`src/rtl/lv_err_mgr_if.sv`:
```
// Bundle between lv_err_mgr and its error sources / register block / lv_ctrl_fsm.
// master drives raw errors, mask, class and clears; slave is the error manager.
interface lv_err_mgr_if #(
    parameter int unsigned ERR_NUM = 16,
    parameter int unsigned ID_W    = $clog2(ERR_NUM)
);
    logic [ERR_NUM-1:0] i_err_raw;
    logic [ERR_NUM-1:0] i_err_mask;
    logic [ERR_NUM-1:0] i_err_fatal;
    logic               i_clr_vld;
    logic [ERR_NUM-1:0] i_clr_bits;
    logic [ERR_NUM-1:0] o_err_sts;
    logic [ID_W-1:0]    o_err_id;
    logic               o_err_id_vld;
    logic               o_fault_req;
    logic               o_warn_req;
    logic               o_int_n;

    modport master (
        output i_err_raw, i_err_mask, i_err_fatal, i_clr_vld, i_clr_bits,
        input  o_err_sts, o_err_id, o_err_id_vld, o_fault_req, o_warn_req, o_int_n
    );

    modport slave (
        input  i_err_raw, i_err_mask, i_err_fatal, i_clr_vld, i_clr_bits,
        output o_err_sts, o_err_id, o_err_id_vld, o_fault_req, o_warn_req, o_int_n
    );
endinterface

```
`src/rtl/lv_err_mgr.sv`:
```
// LV die error manager: per-source debounce, sticky W1C status, fault/warning split,
// priority error ID and interrupt pulse scheduler. Debounce is built only with LV_ERR_DBNC_EN.
module lv_err_mgr #(
    parameter int unsigned ERR_NUM  = 16,
    parameter int unsigned DBNC_CYC = 4,
    parameter int unsigned DBNC_W   = 3,
    parameter int unsigned INT_PW   = 8,
    parameter int unsigned ID_W     = $clog2(ERR_NUM)
) (
    input logic         i_clk,
    input logic         i_rst,
    lv_err_mgr_if.slave bus
);
    localparam int unsigned PW_W = (INT_PW > 1) ? $clog2(INT_PW) : 1;

    typedef enum logic [1:0] {ST_IDLE, ST_PULSE, ST_GAP} intState_e;

    if (INT_PW < 1 || DBNC_CYC < 1 || DBNC_CYC > (2 ** DBNC_W) - 1) begin : g_param_chk
        $error("lv_err_mgr: INT_PW or DBNC_CYC out of range");
    end

    logic [ERR_NUM-1:0] setVec;
    logic [ERR_NUM-1:0] clrVec;
    logic [ERR_NUM-1:0] pending;
    logic               newEvent;

    logic [ERR_NUM-1:0] sts_q, sts_d;
    logic [ERR_NUM-1:0] pendPrev_q;
    logic               faultReq_q, faultReq_d;
    logic               warnReq_q, warnReq_d;
    logic               errIdVld_q, errIdVld_d;
    logic [ID_W-1:0]    errId_q, errId_d;
    intState_e          state_q, state_d;
    logic [PW_W-1:0]    pwCnt_q, pwCnt_d;
    logic               flag_q, flag_d;

`ifdef LV_ERR_DBNC_EN
    logic [DBNC_W-1:0] dbncCnt_q [ERR_NUM];
    logic [DBNC_W-1:0] dbncCnt_d [ERR_NUM];

    // Set fires once per high run, on the cycle the counter reaches DBNC_CYC-1.
    always_comb begin
        for (int i = 0; i < int'(ERR_NUM); i++) begin
            dbncCnt_d[i] = '0;
            setVec[i]    = 1'b0;
            if (bus.i_err_raw[i]) begin
                dbncCnt_d[i] = (dbncCnt_q[i] == DBNC_W'(DBNC_CYC)) ? dbncCnt_q[i]
                                                                   : dbncCnt_q[i] + DBNC_W'(1);
                setVec[i]    = (dbncCnt_q[i] == DBNC_W'(DBNC_CYC - 1));
            end
        end
    end

    always_ff @(posedge i_clk) begin
        for (int i = 0; i < int'(ERR_NUM); i++) begin
            if (i_rst) begin
                dbncCnt_q[i] <= '0;
            end else begin
                dbncCnt_q[i] <= dbncCnt_d[i];
            end
        end
    end
`else
    assign setVec = bus.i_err_raw;
`endif

    assign clrVec   = bus.i_clr_vld ? bus.i_clr_bits : '0;
    assign pending  = sts_q & ~bus.i_err_mask;
    assign newEvent = |(pending & ~pendPrev_q);

    // Set wins over a same-cycle clear; the ID holds its last value when nothing is pending.
    always_comb begin
        sts_d      = (sts_q & ~clrVec) | setVec;
        faultReq_d = |(pending & bus.i_err_fatal);
        warnReq_d  = |(pending & ~bus.i_err_fatal);
        errIdVld_d = |pending;
        errId_d    = errId_q;
        for (int i = int'(ERR_NUM) - 1; i >= 0; i--) begin
            if (pending[i]) begin
                errId_d = ID_W'(i);
            end
        end
    end

    always_comb begin
        state_d = state_q;
        pwCnt_d = pwCnt_q;
        flag_d  = flag_q;
        case (state_q)
            ST_IDLE: begin
                if (newEvent) begin
                    state_d = ST_PULSE;
                    pwCnt_d = PW_W'(INT_PW - 1);
                end
            end
            ST_PULSE: begin
                if (newEvent) begin
                    flag_d = 1'b1;
                end
                if (pwCnt_q == '0) begin
                    state_d = ST_GAP;
                end else begin
                    pwCnt_d = pwCnt_q - PW_W'(1);
                end
            end
            ST_GAP: begin
                flag_d = 1'b0;
                if (flag_q || newEvent) begin
                    state_d = ST_PULSE;
                    pwCnt_d = PW_W'(INT_PW - 1);
                end else begin
                    state_d = ST_IDLE;
                end
            end
            default: begin
                state_d = ST_IDLE;
            end
        endcase
    end

    always_ff @(posedge i_clk) begin
        if (i_rst) begin
            sts_q      <= '0;
            pendPrev_q <= '0;
            faultReq_q <= 1'b0;
            warnReq_q  <= 1'b0;
            errIdVld_q <= 1'b0;
            errId_q    <= '0;
            state_q    <= ST_IDLE;
            pwCnt_q    <= '0;
            flag_q     <= 1'b0;
        end else begin
            sts_q      <= sts_d;
            pendPrev_q <= pending;
            faultReq_q <= faultReq_d;
            warnReq_q  <= warnReq_d;
            errIdVld_q <= errIdVld_d;
            errId_q    <= errId_d;
            state_q    <= state_d;
            pwCnt_q    <= pwCnt_d;
            flag_q     <= flag_d;
        end
    end

    assign bus.o_err_sts    = sts_q;
    assign bus.o_err_id     = errId_q;
    assign bus.o_err_id_vld = errIdVld_q;
    assign bus.o_fault_req  = faultReq_q;
    assign bus.o_warn_req   = warnReq_q;
    assign bus.o_int_n      = (state_q != ST_PULSE);
endmodule
```
`src/flat_wrapper.sv`:
```
// flat-port wrapper written by rule: the top's interface ports become plain ports
module lv_err_mgr_flat 
#(
    parameter int unsigned ERR_NUM  = 16,
    parameter int unsigned DBNC_CYC = 4,
    parameter int unsigned DBNC_W   = 3,
    parameter int unsigned INT_PW   = 8,
    parameter int unsigned ID_W     = $clog2(ERR_NUM)
)
  (i_clk, i_rst, bus_i_err_raw, bus_i_err_mask, bus_i_err_fatal, bus_i_clr_vld, bus_i_clr_bits, bus_o_err_sts, bus_o_err_id, bus_o_err_id_vld, bus_o_fault_req, bus_o_warn_req, bus_o_int_n);
  lv_err_mgr_if #(.ERR_NUM(ERR_NUM), .ID_W(ID_W)) bus_i ();
  input logic i_clk;
  input logic i_rst;
  input wire logic [$bits(bus_i.i_err_raw)-1:0] bus_i_err_raw;
  input wire logic [$bits(bus_i.i_err_mask)-1:0] bus_i_err_mask;
  input wire logic [$bits(bus_i.i_err_fatal)-1:0] bus_i_err_fatal;
  input wire logic [$bits(bus_i.i_clr_vld)-1:0] bus_i_clr_vld;
  input wire logic [$bits(bus_i.i_clr_bits)-1:0] bus_i_clr_bits;
  output wire logic [$bits(bus_i.o_err_sts)-1:0] bus_o_err_sts;
  output wire logic [$bits(bus_i.o_err_id)-1:0] bus_o_err_id;
  output wire logic [$bits(bus_i.o_err_id_vld)-1:0] bus_o_err_id_vld;
  output wire logic [$bits(bus_i.o_fault_req)-1:0] bus_o_fault_req;
  output wire logic [$bits(bus_i.o_warn_req)-1:0] bus_o_warn_req;
  output wire logic [$bits(bus_i.o_int_n)-1:0] bus_o_int_n;
  assign bus_i.i_err_raw = bus_i_err_raw;
  assign bus_i.i_err_mask = bus_i_err_mask;
  assign bus_i.i_err_fatal = bus_i_err_fatal;
  assign bus_i.i_clr_vld = bus_i_clr_vld;
  assign bus_i.i_clr_bits = bus_i_clr_bits;
  assign bus_o_err_sts = bus_i.o_err_sts;
  assign bus_o_err_id = bus_i.o_err_id;
  assign bus_o_err_id_vld = bus_i.o_err_id_vld;
  assign bus_o_fault_req = bus_i.o_fault_req;
  assign bus_o_warn_req = bus_i.o_warn_req;
  assign bus_o_int_n = bus_i.o_int_n;
  lv_err_mgr #(.ERR_NUM(ERR_NUM), .DBNC_CYC(DBNC_CYC), .DBNC_W(DBNC_W), .INT_PW(INT_PW), .ID_W(ID_W)) u_core (.i_clk(i_clk), .i_rst(i_rst), .bus(bus_i));
endmodule
```
`config.mk`:
```
export PLATFORM = sky130hd
export DESIGN_NAME = lv_err_mgr_flat
export DESIGN_NICKNAME = d
export VERILOG_FILES = /design/src/rtl/lv_err_mgr_if.sv /design/src/rtl/lv_err_mgr.sv /design/src/flat_wrapper.sv
export SDC_FILE = /design/constraint.sdc
export NUM_CORES = 1
export LEC_CHECK = 0
export ABC_AREA = 0
export CAP_MARGIN = 0
export CORE_MARGIN = 2
export CORE_UTILIZATION = 40
export DETAILED_ROUTE_END_ITERATION = 6
export PLACE_DENSITY = 0.87
export SETUP_SLACK_MARGIN = 0.15
export SYNTH_ARGS = -nofsm -noshare
export SYNTH_HDL_FRONTEND = slang
export SYNTH_SLANG_ARGS = --single-unit
```
`constraint.sdc`:
```
create_clock -name i_clk -period 1.95 [get_ports i_clk]
set_input_delay 0.4875 -clock i_clk [delete_from_list [all_inputs] [get_ports i_clk]]
set_output_delay 0.4875 -clock i_clk [all_outputs]
set_load 0.02 [all_outputs]
```
### Yosys cells after proc, flatten, opt, wreduce, memory -nomap -nowiden

Index checks and enable logic that the tools add are counted.

* register bits: 45

* $add $sub $neg: 1
* equal/unequal tests: 8
* mux-type cells: 26
* bitwise gates (word level): 10
* reductions and logical operators: 20

Operator list (number)
* $and 16x16->16: 5
* $not 16->16: 4
* $reduce_or 16->1: 4
* $mux 4: 8
* $mux 3: 7
* $mux 16: 1
* $or 16x16->16: 1
* $reduce_bool 15->1: 1
* $reduce_bool 14->1: 1
* $reduce_bool 12->1: 1
* $ne 2x1->1 const B: 5
* $pmux 3 s3: 1
* $reduce_or 9->1: 1
* $mux 2: 4
* $reduce_bool 8->1: 1
* $pmux 2 s3: 1
* $reduce_or 5->1: 1
* $reduce_and 2->1: 2
* $reduce_and 4->1: 1
* $logic_not 3->1: 1
* $mux 1: 3
* $reduce_bool 3->1: 1
* $reduce_or 3->1: 1
* $sub 3x1->3 const B: 1
* other kinds (8): 8

### Depth between registers and ports, before layout

* word-level depth: 17
* mapped depth: 7

### Least setup slack after synthesis

No wires, ideal clock.

* kind: register to register
* start: register u_core.sts_q[1], in the netlist u_core.bus.o_err_sts[1]
* end: register u_core.pwCnt_q[1]
* setup time: 0.121 ns
* arrival time: 1.491 ns
* required time: 1.829 ns
* setup slack: 0.338 ns
* stages on the path, launching flop included: 6
* buffers on the path: 0
* path through: dfxtp_1 nor2b_4 a2111oi_0 and4_1 o21ai_2 mux2_4

* cells in the longest elaborated chain, start to end: 6
* elaborated cells on any way between the ends: 7

RTL lines
* start, declared: line lv_err_mgr.sv:27 `logic [ERR_NUM-1:0] sts_q, sts_d;`
* start signal, assigned: line lv_err_mgr.sv:133 `sts_q <= sts_d;`
* $and 16x16->16 *: line lv_err_mgr.sv:68 `assign pending = sts_q & ~bus.i_err_mask;`
* $and 16x16->16 *: line lv_err_mgr.sv:69 `assign newEvent = |(pending & ~pendPrev_q);`
* $reduce_or 16->1 *: line lv_err_mgr.sv:69
* $logic_or 1x1->1: line lv_err_mgr.sv:108 `if (flag_q || newEvent) begin`
* $ne 2x1->1 (no line)
* $reduce_and 4->1 (no line) *
* end signal, assigned: line lv_err_mgr.sv:140 `pwCnt_q <= pwCnt_d;`
* end, declared: line lv_err_mgr.sv:34 `logic [PW_W-1:0] pwCnt_q, pwCnt_d;`

Mark *: on every way between the ends. The rest lies on a longest branch, timed or not.
A chain may end at the register's enable or synchronous reset.

### Worst setup path in the final report

* start: input bus_i_err_mask[5]
* end: register u_core.pwCnt_q[1]

* cells in the longest elaborated chain, start to end: 7
* elaborated cells on any way between the ends: 8

RTL lines
* start, declared: line flat_wrapper.sv:15 `input wire logic [$bits(bus_i.i_err_mask)-1:0] bus_i_err_mask;`
* $not 16->16 *: line lv_err_mgr.sv:68
* $and 16x16->16 *: line lv_err_mgr.sv:68
* $and 16x16->16 *: line lv_err_mgr.sv:69
* $reduce_or 16->1 *: line lv_err_mgr.sv:69
* $logic_or 1x1->1: line lv_err_mgr.sv:108
* $ne 2x1->1 (no line)
* $reduce_and 4->1 (no line) *

Marks and branches as above.

==> impl_metrics.env <==
export IMPL_outcome="finished, final reports clean"
export IMPL_cts_buffers=5
export IMPL_cp_end_kind="flop"
export IMPL_grt_max_degree=20
export IMPL_crit_fanout=4
export IMPL_area_growth_pct=70.1
export IMPL_netlist_cell_type_count=41
export IMPL_post_route_period_util_pct=94.7
export IMPL_row_count=26
export IMPL_worst_setup_path_start_kind="primary input"
export IMPL_grt_setup_unrepaired="true"
export IMPL_path_class="primary input to flop"
export IMPL_finalHoldViolations=0
export IMPL_power_w=0.00228
export IMPL_grt_util_all_layers_pct=23.8
export IMPL_final_util_pct=69.4
export IMPL_syn_area_sq_um=2060
export IMPL_nFillCells=414
export IMPL_synth_top_area_cell="dfxtp_1"
export IMPL_synthCells=246
export IMPL_dp_slack_ns=-0.469
export IMPL_slew_viol_final=0
export IMPL_synth_edff_count=0
export IMPL_slew_headroom_pct=76.4
export IMPL_synth_top_cells_by_area="dfxtp_1 44%, nor2_1 7.7%, a21oi_1 5.6%"
export IMPL_post_synth_top_area_fraction_pct=43.8
export IMPL_drt_wirelength_per_cell_microns=15.1
export IMPL_synth_warnings=0
export IMPL_critPathArrivalTime_ns=2.04
export IMPL_final_cells=445
export IMPL_place_inst=437
export IMPL_hp_class="flop to flop"
export IMPL_cts_sinks=45
export IMPL_finClkSkew_ns=0.00451
export IMPL_period_needed_ns=1.85
export IMPL_drive_above_1_share_pct=18.1
export IMPL_grt_pass1_wl_mm=10.3
export IMPL_drc_errors=0
export IMPL_clockBufferDepth=2
export IMPL_ys_ff_latch=45
export IMPL_wl_mm=6.73
export IMPL_antenna_found_initial=0
export IMPL_clock_latency_ns=0.30
export IMPL_seqCellArea_sq_um=902
export IMPL_grt_pass1_vias=2247
export IMPL_powerDensity_nw_per_um2=653
export IMPL_core_region_area_sq_um=5040
export IMPL_die_h_microns=75.7
export IMPL_syn_avg_cell_area_sq_um=8.36
export IMPL_clockRootBuffer="clkbuf_8"
export IMPL_multi_input_area_sq_um=1170
export IMPL_clkTransAtPathRegs_ns=0.08
export IMPL_drt_iter0_markers=128
export IMPL_synth_seq_area_share_pct=43.8
export IMPL_p_leak_nw=1.59
export IMPL_gr_total_overflow=0
export IMPL_dr_pass1_iters=4
export IMPL_die_w_microns=75.7
export IMPL_initial_core_util_pct=40.8
export IMPL_timing_fmax_mhz=541
export IMPL_post_cts_repair_setup_buffers=0
export IMPL_ios=91
export IMPL_io_buffers=90
export IMPL_setup_viol=0
export IMPL_place_congestion=0.902
export IMPL_worst_slack_ns=0.102
export IMPL_synth_net_count=315
export IMPL_fin_area_sq_um=3500
export IMPL_viasPerCell=5.09
export IMPL_cts_tree="built"
export IMPL_worst_pin_slew_ns=0.353
export IMPL_placed_area_sq_um=3300
export IMPL_cts_htree_levels=2
export IMPL_cap_violations=0
export IMPL_peakVddDrop_mv=0.377
export IMPL_critPathRequiredTime_ns=2.14
export IMPL_num_vias=2263
export IMPL_dominantRegCellSynth="dfxtp_1"
export IMPL_ys_async_sr_fraction_pct=0
export IMPL_place_hpwl_mm=5.37
export IMPL_die_area_sq_um=5730
export IMPL_fin_nets=443
export IMPL_diodes=0
export IMPL_postRouteAntennaNets=0
## cells in the mapped netlist, types with 3 or more instances
cell	number
dfxtp_1	45
nor2_1	42
a21oi_1	23
nand2_1	20
nand2b_1	14
inv_1	13
nor3b_1	12
nor2b_1	11
clkbuf_1	7
o22ai_1	6
nor2b_4	4
o21ai_1	4
a2111oi_0	3
a221oi_1	3
a31oi_1	3
## where the power goes
| part | switching (W) | leakage [nW] | internal (W) |
|---|---|---|---|
| sequential | 0.0000510 | 0.373 | 0.000992 |
| combinational | 0.000308 | 1.18 | 0.000378 |
| clock | 0.000300 | 0.0395 | 0.000255 |
| total | 0.000659 | 1.59 | 0.00162 |
## per-stage QoR
step                      hold slack, ns  TNS (ns)
after global routing               0.546         0
after detailed placement           0.505     -2.29
after floorplan                    0.463         0
after global placement             0.481     -2.26
after CTS                          0.518         0
final                              0.516         0
## cells in the final DEF (no fill, tap or decap), types with 4 or more instances in the layout
master / instances
clkdlybuf4s50_1: 59
dfxtp_1: 44
nor2_1: 41
buf_4: 38
a21oi_1: 23
nand2_1: 20
dlygate4sd2_1: 18
nand2b_1: 14
inv_1: 13
dlymetal6s2s_1: 13
nor2b_1: 11
nor3b_2: 8
o22ai_1: 6
clkbuf_8: 5
o21ai_1: 4
nor2b_4: 4
nor3b_1: 4
## registers in the layout (all words and copies together), names as in the netlist
signal / count
u_core.flag_q: 1
u_core.bus.o_fault_req: 1
u_core.bus.o_err_sts: 16
u_core.bus.o_warn_req: 1
u_core.pwCnt_q: 3
u_core.bus.o_err_id_vld: 1
u_core.state_q: 2
u_core.bus.o_err_id: 4
u_core.pendPrev_q: 16
## critical path: stages
cell,delay (ns)
clkdlybuf4s50_1,0.49
nor3b_2,0.06
a2111oi_4,0.34
and4_4,0.29
o21ai_4,0.07
mux2_4,0.30
## final timing paths
path / endpoint / start / depth (start not counted) / slack, ns
worst max-delay path: u_core.pwCnt_q[1]$_SDFFE_PP0P_ / bus_i_err_mask[5] / 6 / 0.10
worst min-delay path: u_core.state_q[1]$_SDFFE_PP0P_ / u_core.pwCnt_q[2]$_SDFFE_PP0P_ / 1 / 0.52
worst max register to register: u_core.pwCnt_q[1]$_SDFFE_PP0P_ / u_core.bus.o_err_sts[6]$_SDFF_PP0_ / 6 / 0.23
worst min register to register: u_core.state_q[1]$_SDFFE_PP0P_ / u_core.pwCnt_q[2]$_SDFFE_PP0P_ / 1 / 0.52
## kinds of logic after synthesis
family                     after synthesis  share of synthesized area, %
buffers and inverters                   22                          4.02
muxes                                    1                         0.730
xor gates and xnor gates                 1                         0.426
and+or+nand+nor                        113                          29.4
DFF                                     45                          43.8
AOI/OAI and AO/OA                       62                          20.4
adders and majority gates                2                          1.22
## cell type report
| type | count | share of cell area [%] |
|---|---|---|
| clock buffers | 8 | 2.29 |
| inverters | 15 | 1.61 |
| multi-input cells | 179 | 33.6 |
| flip-flops and latches | 45 | 25.8 |
| well taps | 70 | 2.50 |
| repair buffers | 128 | 34.2 |
## metal layers
layer,track usage (%),vias up,wire length [microns]
met5,0,-,0
met4,6.63,0,116
met3,5.29,14,436
met2,41.8,94,3320
met1,29.2,1043,2850
li1,-,1112,-
## timing repair
item | CTS | global route
pin swaps | 3 | 4
gates cloned | 0 | 0
gates resized for setup | 33 | 19
endpoints found under the hold margin | 0 | 0
endpoints found under the setup margin | 18 | 16
hold buffers | 0 | 0
(Power assumes the default switching activity.)
